### config.mk
export PLATFORM = sky130hd
export DESIGN_NAME = ones_comp_serial_sub
export DESIGN_NICKNAME = d
export VERILOG_FILES = /design/src/rtl/ones_comp_pkg.sv /design/src/rtl/ones_comp_serial_sub_full_adder.sv /design/src/rtl/ones_comp_serial_sub.sv
export SDC_FILE = /design/constraint.sdc
export NUM_CORES = 1
export LEC_CHECK = 0
export ABC_AREA = 1
export BUFFER_PORTS_ARGS = -buffer_cell sky130_fd_sc_hd__buf_2
export CAP_MARGIN = 20
export CORE_MARGIN = 2
export CORE_UTILIZATION = 49
export CTS_CLUSTER_DIAMETER = 60
export DETAILED_ROUTE_END_ITERATION = 16
export PLACE_DENSITY = 0.73
export SYNTH_ARGS = -nofsm -noshare
export SYNTH_HDL_FRONTEND = slang
export SYNTH_SLANG_ARGS = --single-unit
### constraint.sdc
create_clock -name clk -period 1.6 [get_ports clk]
set_input_delay 0.24 -clock clk [delete_from_list [all_inputs] [get_ports clk]]
set_output_delay 0.24 -clock clk [all_outputs]
set_load 0.02 [all_outputs]
### src/rtl/ones_comp_pkg.sv
// Shared constants for the bit-serial ones'-complement subtractor:
// FSM state encoding and the supported operand width range.
package ones_comp_pkg;

    localparam int WIDTH_MIN = 2;
    localparam int WIDTH_MAX = 16;

    localparam logic [1:0] ST_IDLE  = 2'd0;
    localparam logic [1:0] ST_PASS1 = 2'd1;
    localparam logic [1:0] ST_PASS2 = 2'd2;
    localparam logic [1:0] ST_DONE  = 2'd3;

endpackage

### src/rtl/ones_comp_serial_sub_full_adder.sv
// Single-bit full adder cell; the serial subtractor time-shares one instance.
module full_adder (
    input  logic A,
    input  logic B,
    input  logic Cin,
    output logic Y,
    output logic Cout
);

    assign Y    = A ^ B ^ Cin;
    assign Cout = (A & B) | (Cin & (A ^ B));

endmodule

### src/rtl/ones_comp_serial_sub.sv
// Bit-serial ones'-complement subtractor Y = A - B: pass 1 forms A + ~B LSB first,
// pass 2 folds the end-around carry back in, then the result is offered on a valid/ready port.
module ones_comp_serial_sub
    import ones_comp_pkg::*;
#(
    parameter int WIDTH = 4
) (
    input  logic             clk,
    input  logic             reset,
    input  logic             req_valid,
    output logic             req_ready,
    input  logic [WIDTH-1:0] A,
    input  logic [WIDTH-1:0] B,
    output logic             resp_valid,
    input  logic             resp_ready,
    output logic [WIDTH-1:0] Y,
    output logic             neg_zero,
    output logic             overflow
);

    localparam int CW = (WIDTH > 1) ? $clog2(WIDTH) : 1;

    logic [1:0]       state;
    logic [1:0]       state_nxt;
    logic [CW-1:0]    bit_cnt;
    logic             last_bit;
    logic             accept;

    logic [WIDTH-1:0] a_sr;
    logic [WIDTH-1:0] nb_sr;
    logic [WIDTH-1:0] s_sr;
    logic             carry;
    logic             a_msb;
    logic             b_msb;

    logic [WIDTH-1:0] y_reg;
    logic             neg_zero_reg;
    logic             overflow_reg;
    logic             resp_valid_reg;

    logic             fa_a;
    logic             fa_b;
    logic             fa_sum;
    logic             fa_cout;

    assign req_ready  = (state == ST_IDLE);
    assign accept     = req_valid & req_ready;
    assign last_bit   = (bit_cnt == CW'(WIDTH - 1));

    assign resp_valid = resp_valid_reg;
    assign Y          = y_reg;
    assign neg_zero   = neg_zero_reg;
    assign overflow   = overflow_reg;

    // Pass 2 re-circulates the partial sum with a zero addend so only the carry ripples in.
    assign fa_a = (state == ST_PASS2) ? s_sr[0]  : a_sr[0];
    assign fa_b = (state == ST_PASS1) ? nb_sr[0] : 1'b0;

    full_adder u_fa (
        .A    (fa_a),
        .B    (fa_b),
        .Cin  (carry),
        .Y    (fa_sum),
        .Cout (fa_cout)
    );

    always_comb begin
        state_nxt = state;
        case (state)
            ST_IDLE:  if (accept)                      state_nxt = ST_PASS1;
            ST_PASS1: if (last_bit)                    state_nxt = ST_PASS2;
            ST_PASS2: if (last_bit)                    state_nxt = ST_DONE;
            ST_DONE:  if (resp_valid_reg && resp_ready) state_nxt = ST_IDLE;
            default:                                   state_nxt = ST_IDLE;
        endcase
    end

    always_ff @(posedge clk or posedge reset) begin
        if (reset) begin
            state <= ST_IDLE;
        end else begin
            state <= state_nxt;
        end
    end

    always_ff @(posedge clk or posedge reset) begin
        if (reset) begin
            a_sr    <= '0;
            nb_sr   <= '0;
            s_sr    <= '0;
            carry   <= 1'b0;
            bit_cnt <= '0;
            a_msb   <= 1'b0;
            b_msb   <= 1'b0;
        end else begin
            case (state)
                ST_IDLE: begin
                    if (accept) begin
                        a_sr    <= A;
                        nb_sr   <= ~B;
                        s_sr    <= '0;
                        carry   <= 1'b0;
                        bit_cnt <= '0;
                        a_msb   <= A[WIDTH-1];
                        b_msb   <= B[WIDTH-1];
                    end
                end
                ST_PASS1: begin
                    a_sr    <= a_sr >> 1;
                    nb_sr   <= nb_sr >> 1;
                    s_sr    <= {fa_sum, s_sr[WIDTH-1:1]};
                    carry   <= fa_cout;
                    bit_cnt <= last_bit ? '0 : bit_cnt + CW'(1);
                end
                ST_PASS2: begin
                    s_sr    <= {fa_sum, s_sr[WIDTH-1:1]};
                    // The carry out of the end-around add is always zero, so it is dropped.
                    carry   <= last_bit ? 1'b0 : fa_cout;
                    bit_cnt <= last_bit ? '0 : bit_cnt + CW'(1);
                end
                default: begin
                end
            endcase
        end
    end

    // The output stage loads in the first DONE cycle and then holds until the consumer takes it.
    always_ff @(posedge clk or posedge reset) begin
        if (reset) begin
            y_reg          <= '0;
            neg_zero_reg   <= 1'b0;
            overflow_reg   <= 1'b0;
            resp_valid_reg <= 1'b0;
        end else if (state == ST_DONE) begin
            if (!resp_valid_reg) begin
                y_reg          <= s_sr;
                neg_zero_reg   <= &s_sr;
                overflow_reg   <= (a_msb != b_msb) && (s_sr[WIDTH-1] != a_msb);
                resp_valid_reg <= 1'b1;
            end else if (resp_ready) begin
                resp_valid_reg <= 1'b0;
            end
        end
    end

endmodule

==> out/metrics.csv <==
stage,metric,value,unit
worst_setup_path,Worst Path Required,1.85,ns
placement,IO buf count,19,
layout,number of diodes,0,
yosys,Synth Area per Inst,8.688,sq um
floorplanning,Initial Util,51.08,%
floorplanning,die area,0.002954,sq mm
layout,# nets final,189,
yosys,ys async rst share,100.0,%
yosys,Post-synth top cells,"41 x nand2_1, 26 x dfrtp_1, 20 x inv_1",
sta,setup ws final,0.1034,ns
route,DRC errors left,0,
sta,RSZ-0062 raised after global routing,true,
power,Peak VDD IR,0.001201,V
sta,final worst path period share,93.54,%
sta,Final Hold Fails,0,
sta,Final setup viols,0,
worst_setup_path,Crit Path Category,reg2reg,
floorplanning,width of the die,54.36,um
global_route,antenna violations before repair,0,
floorplanning,die height,54.36,um
floorplanning,Core Region,0.002432,sq mm
worst_setup_path,CP max stage delay,0.44,ns
yosys,Cell variety after synth,19,
route,Max Used Layer,met4,
worst_setup_path,Crit path max-delay family,adder cells,
placement,dpl ws,0.02778,ns
global_route,vias in the first global route,935,
worst_setup_path,Critical Path Fanout Max,3,
clock_network,CTS tree,built,
worst_setup_path,CP Cell Sequence,inv_2 > ha_2 > nand2_1 > o21ai_1 > fa_1 > o22ai_1,
yosys,Synth area leaders,"dfrtp_1 52%, nand2_1 12%, inv_1 6.0%, o21ai_0 5.2%, ha_1 5.0%",
route,routed wire length,2.343,mm
yosys,sequential fraction of the synthesis area,52.37,%
route,wire length on met3,59,um
layout,"Design Area, Final",0.001458,sq mm
sta,Achievable Freq,0.6682,GHz
global_route,GRT Overall Usage,18.21,%
clock_network,CTS H-tree lvls,1,
worst_setup_path,Worst Path Buf+Inv,1,
layout,layout cells sized above 1,22.35,%
route,Vias,1005,
worst_setup_path,cell with the biggest individual delay on the critical path,fa_1,
yosys,largest area contributor in the netlist,dfrtp_1,
outcome,outcome,"finished, final reports clean",
global_route,total congestion overflow,0,
route,post-route ant nets,0,
sta,worst-margin pin slew,0.3310,ns
route,met2 routed WL,1.148,mm
floorplanning,I/O pin total,20,
route,Iteration-0 DRC Markers,20,
floorplanning,num rows,18,
clock_network,clk sink count,26,
yosys,Yosys warnings,0,
sta,fin crit period,1.497,ns
placement,Area after DPL,0.001379,sq mm
worst_setup_path,Crit. End Element,register,
placement,DP HPWL,1.790,mm
power,PD cells,2009,mW/mm^2
layout,Area Growth Syn to Fin,17.32,%
yosys,"Top FF cell, synth",dfrtp_1,
clock_network,Root Buffer,clkbuf_4,
placement,GPL Wtd Cong,0.8202,
sta,Max-slew headroom,77.93,%
route,number of vias per cell,5.025,
worst_setup_path,Startpoint Class,register,
layout,post-route core utilization,59.93,%
hold_path,Hold Path Class,in2reg,
yosys,number of synthesized register bits,26,
route,Metal-1 WL,1.104,mm
route,Initial DRT Pass Iterations,4,
sta,Final Max Tran Viols,0,
route,WL/cell,11.72,um
yosys,Synth top area share,52.37,%
yosys,Mapped Cells,143,
clock_network,clk_lat worst skew,0.32,ns
flow_run,Max Cap Viol,0,
worst_setup_path,CP arrival,1.74,ns
sta,final setup skew,0.009734,ns
yosys,number of synthesized flops with an enable pin,0,
power,Tot Pwr,2928,uW
clock_network,Clock Path Buffers,2,
power,leak pwr,0.0007761,uW
global_route,first-pass GRT wire length,3.870,mm
clock_network,"Clk pin slew, worst setup/hold paths",0.15,ns
clock_network,cts bufs inserted,3,
yosys,"Cell Area, Synth",0.001242,sq mm
layout,Filler Cell Count,239,
yosys,"count leader, synth",nand2_1,
yosys,Syn Nets,161,
global_route,largest net degree at the start of global routing,27,
sta,hold slack,0.1387,ns
[per-layer routing]
| metal | vias up | GRT usage (%) |
|---|---|---|
| met4 | 0 | 7.500 |
| met1 | 476 | 23.95 |
| met5 | - | 0 |
| met2 | 12 | 30.12 |
| met3 | 4 | 2.459 |
| li1 | 513 | - |
[metrics by stage]
step | instances | setup TNS, ns
after floorplan | 143 | 0
after global placement | 193 | 0
after detailed placement | 193 | 0
after CTS | 198 | 0
after global routing | 200 | -0.01921
final | 200 | 0
[report_power, final]
| part | switching [uW] | total (uW) | internal [uW] | leakage (uW) |
|---|---|---|---|---|
| Sequential | 140 | 1080 | 937 | 0.000326 |
| Clock | 194 | 333 | 139 | 0.0000210 |
| Combinational | 939 | 1520 | 580 | 0.000429 |
| Total | 1270 | 2930 | 1660 | 0.000776 |
[final timing paths]
path                               start  cells after the start  slack (ns)  endpoint
worst max-delay path            state[0]                      6        0.10   s_sr[3]
worst min-delay path                A[3]                      3        0.14     a_msb
worst max register to register  state[0]                      6        0.10   s_sr[3]
worst min register to register      Y[1]                      2        0.49      Y[1]
max in group asynchronous          reset                      4        0.85  state[1]
min in group asynchronous          reset                      4        0.49   a_sr[3]
[placed cells by master (no fill, tap or decap)]
cell | Yosys | final
o21a_1 | 1 | 1
or2_1 | 1 | 1
dlygate4sd3_1 | 0 | 1
o21bai_1 | 2 | 2
ha_2 | 0 | 2
fa_1 | 1 | 1
buf_4 | 1 | 5
nand3_1 | 6 | 6
a21oi_1 | 4 | 4
nand2_1 | 41 | 41
dfrtp_1 | 26 | 26
o22ai_1 | 6 | 6
o21ai_1 | 3 | 4
nor2_1 | 5 | 5
clkbuf_8 | 0 | 1
inv_1 | 20 | 18
buf_2 | 0 | 19
or2_2 | 1 | 1
o21ai_0 | 13 | 12
ha_1 | 5 | 2
clkbuf_4 | 0 | 3
ha_4 | 0 | 1
nand2_2 | 4 | 4
inv_2 | 0 | 2
o211ai_1 | 2 | 2
[cell type report]
cell class / count / area (sq um) / share of cell area [%]
clock buffer: 4 / 36.28 / 2.489
inverter: 20 / 75.07 / 5.150
multi-input combinational: 95 / 515.5 / 35.36
sequential: 26 / 650.6 / 44.64
tap: 30 / 37.54 / 2.575
timing repair buffer: 25 / 142.6 / 9.785
[repair_timing]
action                     in CTS  in global routing
setup endpoints to repair       1                  4
hold endpoints to repair       26                  0
resized for setup               1                  6
hold buffers                    1                  0
setup buffers                   0                  2
[worst min-delay path: cells and delay by family]
family          cells  cell delay (ns)
buf+inv             1             0.07
compound gates      1             0.07
simple gates        1             0.05
[logic make-up (layout without fill, tap and decap cells)]
group	after synthesis	in the layout	share of synthesized area (%)
and+or+nand+nor	58	58	19.34
buffers and inverters	22	49	7.553
AOI/OAI and AO/OA	31	31	14.10
DFF	26	26	52.37
adders and majority gates	6	6	6.647
(Power assumes the default switching activity.)
